## config.mk

```make
export PLATFORM = sky130hd
export DESIGN_NAME = ifetch_queue_flat
export DESIGN_NICKNAME = d
export VERILOG_FILES = /design/src/rtl/ifetch_queue_if.sv /design/src/rtl/ifetch_queue.sv /design/src/flat_wrapper.sv
export SDC_FILE = /design/constraint.sdc
export NUM_CORES = 1
export LEC_CHECK = 0
export ABC_AREA = 1
export CORE_ASPECT_RATIO = 1.25
export CORE_MARGIN = 5
export CORE_UTILIZATION = 30
export DETAILED_ROUTE_END_ITERATION = 16
export GPL_ROUTABILITY_DRIVEN = 0
export PLACE_DENSITY = 0.52
export REMOVE_ABC_BUFFERS = 1
export SKIP_CTS_REPAIR_TIMING = 1
export SLEW_MARGIN = 15
export SYNTH_ARGS = -nofsm -noshare
export SYNTH_HDL_FRONTEND = slang
export SYNTH_SLANG_ARGS = --single-unit
```

## constraint.sdc

```tcl
create_clock -name i_clk -period 3.7 [get_ports i_clk]
set_clock_uncertainty 0.05 [all_clocks]
set_input_delay 0.74 -clock i_clk [delete_from_list [all_inputs] [get_ports i_clk]]
set_output_delay 0.74 -clock i_clk [all_outputs]
set_load 0.01 [all_outputs]
```

## src/rtl/ifetch_queue_if.sv

```systemverilog
// Fetch-stage bus bundle: instruction-memory request/grant/response channel,
// decode-side valid/ready instruction channel and branch-redirect inputs.
//   master : the fetch queue (drives requests, instruction head, flush flag)
//   slave  : the environment (memory, decode, branch resolution)
interface ifetch_queue_if;
    logic        mem_req;
    logic [31:0] mem_addr;
    logic        mem_gnt;
    logic        mem_rvalid;
    logic [15:0] mem_rdata;
    logic        ir_valid;
    logic [15:0] ir;
    logic [31:0] ir_pc;
    logic        ir_ready;
    logic        redir;
    logic [31:0] redir_pc;
    logic        flushing;

    modport master (
        output mem_req, mem_addr, ir_valid, ir, ir_pc, flushing,
        input  mem_gnt, mem_rvalid, mem_rdata, ir_ready, redir, redir_pc
    );

    modport slave (
        input  mem_req, mem_addr, ir_valid, ir, ir_pc, flushing,
        output mem_gnt, mem_rvalid, mem_rdata, ir_ready, redir, redir_pc
    );
endinterface

```

## src/rtl/ifetch_queue.sv

```systemverilog
// Instruction fetch queue: owns the fetch PC, issues 16-bit reads to
// instruction memory, buffers returned instructions with their PCs and hands
// them to decode. A redirect reloads the PC, empties the queue and drops the
// responses still in flight.
// Ports:
//   i_clk  rising-edge clock
//   i_rst  asynchronous active-high reset
//   bus    ifetch_queue_if.master (memory channel, decode channel, redirect)
module ifetch_queue #(
    parameter int unsigned DEPTH    = 4,
    parameter int unsigned MAX_OUT  = 2,
    parameter logic [31:0] RESET_PC = 32'h0
) (
    input  logic           i_clk,
    input  logic           i_rst,
    ifetch_queue_if.master bus
);

    localparam int unsigned CW = $clog2(DEPTH + 1);
    localparam int unsigned OW = $clog2(MAX_OUT + 1);
    localparam int unsigned AW = $clog2(DEPTH);
    localparam int unsigned TW = (MAX_OUT > 1) ? $clog2(MAX_OUT) : 1;
    localparam int unsigned SW = CW + 1;

    typedef enum logic {
        ST_RUN,
        ST_FLUSH
    } state_e;

    state_e          state_q, state_d;
    logic [31:0]     fetch_pc_q, fetch_pc_d;
    logic [CW-1:0]   count_q, count_d;
    logic [OW-1:0]   outst_q, outst_d;
    logic [OW-1:0]   drop_q, drop_d;
    logic [AW-1:0]   rd_ptr_q, rd_ptr_d;
    logic [AW-1:0]   wr_ptr_q, wr_ptr_d;
    logic [TW-1:0]   tag_rd_q, tag_rd_d;
    logic [TW-1:0]   tag_wr_q, tag_wr_d;

    logic [15:0]     ir_mem  [DEPTH];
    logic [31:0]     pc_mem  [DEPTH];
    logic [31:0]     tag_mem [MAX_OUT];

    logic            mem_req_c;
    logic            gnt;
    logic            rsp;
    logic            push;
    logic            pop;

    function automatic logic [TW-1:0] next_tag(input logic [TW-1:0] ptr);
        return (ptr == TW'(MAX_OUT - 1)) ? '0 : ptr + TW'(1);
    endfunction

    // Issue only when the queue has room for every response already owed.
    assign mem_req_c = !i_rst && (state_q == ST_RUN) && !bus.redir
                     && (outst_q < OW'(MAX_OUT))
                     && ((SW'(count_q) + SW'(outst_q)) < SW'(DEPTH));
    assign gnt  = mem_req_c & bus.mem_gnt;
    // A response with nothing outstanding is stray and ignored.
    assign rsp  = bus.mem_rvalid & (outst_q != '0);
    assign push = rsp & (drop_q == '0) & !bus.redir;
    assign pop  = (count_q != '0) & bus.ir_ready;

    // State register
    always_ff @(posedge i_clk or posedge i_rst) begin
        if (i_rst) begin
            state_q    <= ST_RUN;
            fetch_pc_q <= RESET_PC;
            count_q    <= '0;
            outst_q    <= '0;
            drop_q     <= '0;
            rd_ptr_q   <= '0;
            wr_ptr_q   <= '0;
            tag_rd_q   <= '0;
            tag_wr_q   <= '0;
        end else begin
            state_q    <= state_d;
            fetch_pc_q <= fetch_pc_d;
            count_q    <= count_d;
            outst_q    <= outst_d;
            drop_q     <= drop_d;
            rd_ptr_q   <= rd_ptr_d;
            wr_ptr_q   <= wr_ptr_d;
            tag_rd_q   <= tag_rd_d;
            tag_wr_q   <= tag_wr_d;
        end
    end

    // Next-state logic: grant/response/pop bookkeeping, redirect overrides
    always_comb begin
        state_d    = state_q;
        fetch_pc_d = fetch_pc_q;
        count_d    = count_q;
        outst_d    = outst_q;
        drop_d     = drop_q;
        rd_ptr_d   = rd_ptr_q;
        wr_ptr_d   = wr_ptr_q;
        tag_rd_d   = tag_rd_q;
        tag_wr_d   = tag_wr_q;

        if (gnt) begin
            fetch_pc_d = fetch_pc_q + 32'd2;
            tag_wr_d   = next_tag(tag_wr_q);
        end
        if (rsp) begin
            tag_rd_d = next_tag(tag_rd_q);
            if (drop_q != '0) begin
                drop_d = drop_q - OW'(1);
            end
        end
        if (gnt && !rsp) begin
            outst_d = outst_q + OW'(1);
        end else if (!gnt && rsp) begin
            outst_d = outst_q - OW'(1);
        end

        if (push) begin
            wr_ptr_d = wr_ptr_q + AW'(1);
        end
        if (pop) begin
            rd_ptr_d = rd_ptr_q + AW'(1);
        end
        if (push && !pop) begin
            count_d = count_q + CW'(1);
        end else if (pop && !push) begin
            count_d = count_q - CW'(1);
        end

        if (bus.redir) begin
            // Everything still owed after this cycle belongs to the old path.
            fetch_pc_d = bus.redir_pc & ~32'd1;
            count_d    = '0;
            rd_ptr_d   = '0;
            wr_ptr_d   = '0;
            drop_d     = outst_d;
            state_d    = (outst_d != '0) ? ST_FLUSH : ST_RUN;
        end else begin
            case (state_q)
                ST_RUN:   state_d = ST_RUN;
                ST_FLUSH: state_d = (drop_d == '0) ? ST_RUN : ST_FLUSH;
                default:  state_d = ST_RUN;
            endcase
        end
    end

    // Payload storage; validity is carried by the counters and pointers.
    always_ff @(posedge i_clk) begin
        if (gnt) begin
            tag_mem[tag_wr_q] <= fetch_pc_q;
        end
        if (push) begin
            ir_mem[wr_ptr_q] <= bus.mem_rdata;
            pc_mem[wr_ptr_q] <= tag_mem[tag_rd_q];
        end
    end

    assign bus.mem_req  = mem_req_c;
    assign bus.mem_addr = fetch_pc_q;
    assign bus.ir_valid = (count_q != '0);
    assign bus.ir       = (count_q != '0) ? ir_mem[rd_ptr_q] : 16'h0;
    assign bus.ir_pc    = (count_q != '0) ? pc_mem[rd_ptr_q] : 32'h0;
    assign bus.flushing = (state_q == ST_FLUSH);

endmodule

```

## src/flat_wrapper.sv

```systemverilog
// flat-port wrapper written by rule: the top's interface ports become plain ports
module ifetch_queue_flat 
#(
    parameter int unsigned DEPTH    = 4,
    parameter int unsigned MAX_OUT  = 2,
    parameter logic [31:0] RESET_PC = 32'h0
)
  (i_clk, i_rst, bus_mem_req, bus_mem_addr, bus_ir_valid, bus_ir, bus_ir_pc, bus_flushing, bus_mem_gnt, bus_mem_rvalid, bus_mem_rdata, bus_ir_ready, bus_redir, bus_redir_pc);
  ifetch_queue_if bus_i ();
  input  logic i_clk;
  input  logic i_rst;
  output wire logic [$bits(bus_i.mem_req)-1:0] bus_mem_req;
  output wire logic [$bits(bus_i.mem_addr)-1:0] bus_mem_addr;
  output wire logic [$bits(bus_i.ir_valid)-1:0] bus_ir_valid;
  output wire logic [$bits(bus_i.ir)-1:0] bus_ir;
  output wire logic [$bits(bus_i.ir_pc)-1:0] bus_ir_pc;
  output wire logic [$bits(bus_i.flushing)-1:0] bus_flushing;
  input wire logic [$bits(bus_i.mem_gnt)-1:0] bus_mem_gnt;
  input wire logic [$bits(bus_i.mem_rvalid)-1:0] bus_mem_rvalid;
  input wire logic [$bits(bus_i.mem_rdata)-1:0] bus_mem_rdata;
  input wire logic [$bits(bus_i.ir_ready)-1:0] bus_ir_ready;
  input wire logic [$bits(bus_i.redir)-1:0] bus_redir;
  input wire logic [$bits(bus_i.redir_pc)-1:0] bus_redir_pc;
  assign bus_mem_req = bus_i.mem_req;
  assign bus_mem_addr = bus_i.mem_addr;
  assign bus_ir_valid = bus_i.ir_valid;
  assign bus_ir = bus_i.ir;
  assign bus_ir_pc = bus_i.ir_pc;
  assign bus_flushing = bus_i.flushing;
  assign bus_i.mem_gnt = bus_mem_gnt;
  assign bus_i.mem_rvalid = bus_mem_rvalid;
  assign bus_i.mem_rdata = bus_mem_rdata;
  assign bus_i.ir_ready = bus_ir_ready;
  assign bus_i.redir = bus_redir;
  assign bus_i.redir_pc = bus_redir_pc;
  ifetch_queue #(.DEPTH(DEPTH), .MAX_OUT(MAX_OUT), .RESET_PC(RESET_PC)) u_core (.i_clk(i_clk), .i_rst(i_rst), .bus(bus_i));
endmodule
```

==> metrics.cfg, run 1 <==
[outcome]
status = completed

[floorplan]
core_sq_mm = 0.04183
initial_core_util_pct = 30.17
row_count = 84
die_h_um = 239.3
io_pins = 137
die_area_sq_mm = 0.04629
die_x_um = 193.4

[detailed_routing]
drt_pre_antenna_iters = 5
drt_iter0_drc = 475
viasPerCell = 4.514
ant_nets = 0
routedWlPerCell_um = 16.89
vias = 8500
route.detailed.drc = 0
routed_wl_mm = 31.80

[place]
place_inst = 1825
place_ws_ns = 0.5628
placed_cell_area_sq_mm = 0.01469
dpl.hpwl_mm = 19.84
port_buffers = 133

[clock_tree]
cts_buffers = 31
htreeDepth = 1
root_buffer = clkbuf_16
clk_latency_ns = 0.57
cts_tree = built
clock-sinks = 295
clk_path_buf_depth = 3
clkSlewWorstSetupHoldPaths_ns = 0.06

[sta]
worst_pin_slew_ns = 1.025
rsz0062_at_grt = no
hold-worst-slack_ns = 0.4074
slew_violations = 0
min_period_ns = 3.525
fmax_ghz = 0.2837
relSlewSlack_pct = 31.59
setup_slack_ns = 0.1748
setup_viol = 0
period_share_pct = 95.28
finalHoldViolations = 0

[critical_path]
cp_num_cells = 6
path_buf_inv = 3
critPathTopFamily = buffers and inverters
reg2reg_depth = 8
cp_cell_sequence = inv_2, buf_12, nor2_1, o21ai_0, a21oi_1, clkdlybuf4s50_1
crit_type = reg -> out
cp.arrival_ns = 2.74
critPathMaxFanout = 36
slowest_delay_ns = 0.61
cp-start-kind = flop
worst_path_max_delay_cell = clkdlybuf4s50_1
cp_data_required_time_ns = 2.91
cp-end-kind = output pin

[synthesis]
syn_area_per_cell_sq_um = 10.84
synth-seq-cells = 295
ys_types = 39
yosys_warnings = 0
syn-cell-area_sq_mm = 0.01262
synth_cells = 1164
seq_area_frac_synth_pct = 68.42

[run]
cap_violations = 0

[pwr]
p_int_mw = 7.378
switching_power_mw = 3.614
p_clk_share_pct = 30.0
p_seq_share_pct = 38.9
cellLeakagePower_nw = 5.732
switching_share_pct = 32.88
pwr_density_cell_mw_per_mm2 = 695.9
p_comb_share_pct = 31.0
peakVddDrop_uv = 375.5

[layout]
nets = 1361
postLayoutCellArea_sq_mm = 0.01580
utilization_pct = 37.76
layout-drive-gt1-share_pct = 9.063
antenna_cells = 0
final_cells = 1883
area_delta_synth_final_pct = 25.18

[global_routing]
antenna_found_initial = 0
grt_pass1_vias = 8737
grt_overflow = 0
grt_pass1_wl_mm = 49.94
grt_max_degree = 95
track_usage_pct = 13.46

[min_path]
hold_path.class = in -> async

[cells in the mapped netlist]
library cell  instances  share of area [%]
buf_2                23               0.91
nor2_2                3               0.15
nand2_1             241                7.2
and3_2                1              0.060
conb_1                1              0.030
nor3_4                1               0.13
inv_1                54                1.6
nand4_1               4               0.20
o221ai_1              2               0.14
nand2_4               2               0.18
nand3b_1              1              0.060
o211ai_1              8               0.48
dfrtp_1              45                8.9
nand4_2               1              0.099
a21oi_1              52                2.1
nor2_1              226                6.7
clkbuf_8              1               0.11
nand3_1              39                1.5
nor2_4                7               0.62
or2_2                 1              0.050
nor3_1                4               0.16
or2_0                 1              0.050
nor3b_1               1              0.060
buf_4                 4               0.24
xor2_1               16                1.1
xnor2_1               2               0.14
nand3_2               3               0.24
o21ai_0             108                4.3
inv_2                 7               0.21
a31oi_1               1              0.050
o21bai_1              3               0.18
clkbuf_1             27               0.80
nand2_2               5               0.25
edfxtp_1            250                 59
and2_1                1              0.050
nand3_4               2               0.28
fa_1                  1               0.16
o21ai_1               8               0.32
ha_1                  7               0.69
[placed cells by master, fill, tap and decap left out, types with 6 or more instances in the layout]
cell             netlist  layout
clkbuf_16              0      31
ha_1                   7       7
clkdlybuf4s50_1        0     133
clkinvlp_4             0       8
inv_1                 54      51
nor2_1               226     220
o211ai_1               8       8
o21ai_0              108     108
edfxtp_1             250     250
nor2_4                 7      11
o21ai_1                8       8
nand2_1              241     241
buf_12                 0       7
xor2_1                16      16
inv_2                  7       8
dfrtp_1               45      43
bufinv_16              0       6
a21oi_1               52      52
buf_4                  4      16
nand3_1               39      39
[flip-flops by register name, indices dropped and copies added, names as in the netlist]
| register | flops |
|---|---|
| u_core.pc_mem | 124 |
| u_core.ir_mem | 64 |
| u_core.tag_mem | 62 |
| u_core.bus.mem_addr | 31 |
| u_core.count_q | 3 |
| u_core.drop_q | 2 |
| u_core.outst_q | 2 |
| u_core.rd_ptr_q | 2 |
| u_core.wr_ptr_q | 2 |
| u_core.bus.flushing | 1 |
| u_core.tag_rd_q | 1 |
| u_core.tag_wr_q | 1 |
[stage by stage]
step,TNS [ns],total power [mW]
finish,0,10.99
global route,0,11.61
CTS,-0.009607,11.17
detailed placement,0,7.852
global placement,0,7.796
floorplan,-16.72,5.919
[power by group through the flow]
stage          clock network, mW  registers [mW]  logic, mW
6_report                    3.30            4.28       3.41
5_1_grt                     3.51            4.32       3.78
4_1_cts                     3.38            4.28       3.51
3_5_place_dp                   0            4.35       3.50
3_3_place_gp                   0            4.34       3.45
2_1_floorplan                  0            4.40       1.52
[cell families after synthesis]
| logic type | count (synthesis) | share of synthesized area, % |
|---|---|---|
| DFF | 295 | 68.42 |
| and+or+nand+nor | 544 | 18.07 |
| other | 1 | 0.02972 |
| AOI/OAI and AO/OA | 182 | 7.506 |
| adders and majority gates | 8 | 0.8527 |
| xor gates and xnor gates | 18 | 1.249 |
| buffers and inverters | 116 | 3.877 |
[per-layer routing]
layer / GRT usage (%) / up-vias / share of wire, %
li1: - / 4211 / -
met1: 17.40 / 4089 / 45
met2: 23.86 / 167 / 50
met3: 1.956 / 33 / 3.8
met4: 3.499 / 0 / 1.6
met5: 0 / - / 0
[final cells by class]
cell class,count,area (sq um)
fillers,4160,26040
clock buffers,31,775.7
flip-flops and latches,295,8641
inverters,61,230.2
multi-input cells,754,3535
well taps,559,699.4
repair buffers,156,1592
clock inverters,27,322.8
[worst paths after layout]
kind / from / endpoint / slack (ns)
max: u_core.rd_ptr_q[1] / bus_ir_pc[12] / 0.17
min: i_rst / u_core.count_q[1] / 0.41
max reg2reg: u_core.outst_q[0] / u_core.ir_mem[3][9] / 1.37
min reg2reg: u_core.count_q[1] / u_core.count_q[1] / 0.49
max in group asynchronous: i_rst / u_core.bus.mem_addr[15] / 2.38
min in group i_clk: u_core.count_q[1] / u_core.count_q[1] / 0.49
No activity file was read; power rests on OpenSTA's default activity.
==> run 2: changes to the inputs <==
Settings changed: ABC_CLOCK_PERIOD_IN_PS from default to 3700.
==> results of run 2 <==
No change in the layout: final DEF, timing and power equal those of run 1.
==> run 3: changes to the inputs <==
Settings changed: CTS_CLUSTER_DIAMETER from default to 150.
==> results of run 3 <==
No change in the layout: final DEF, timing and power equal those of run 1.
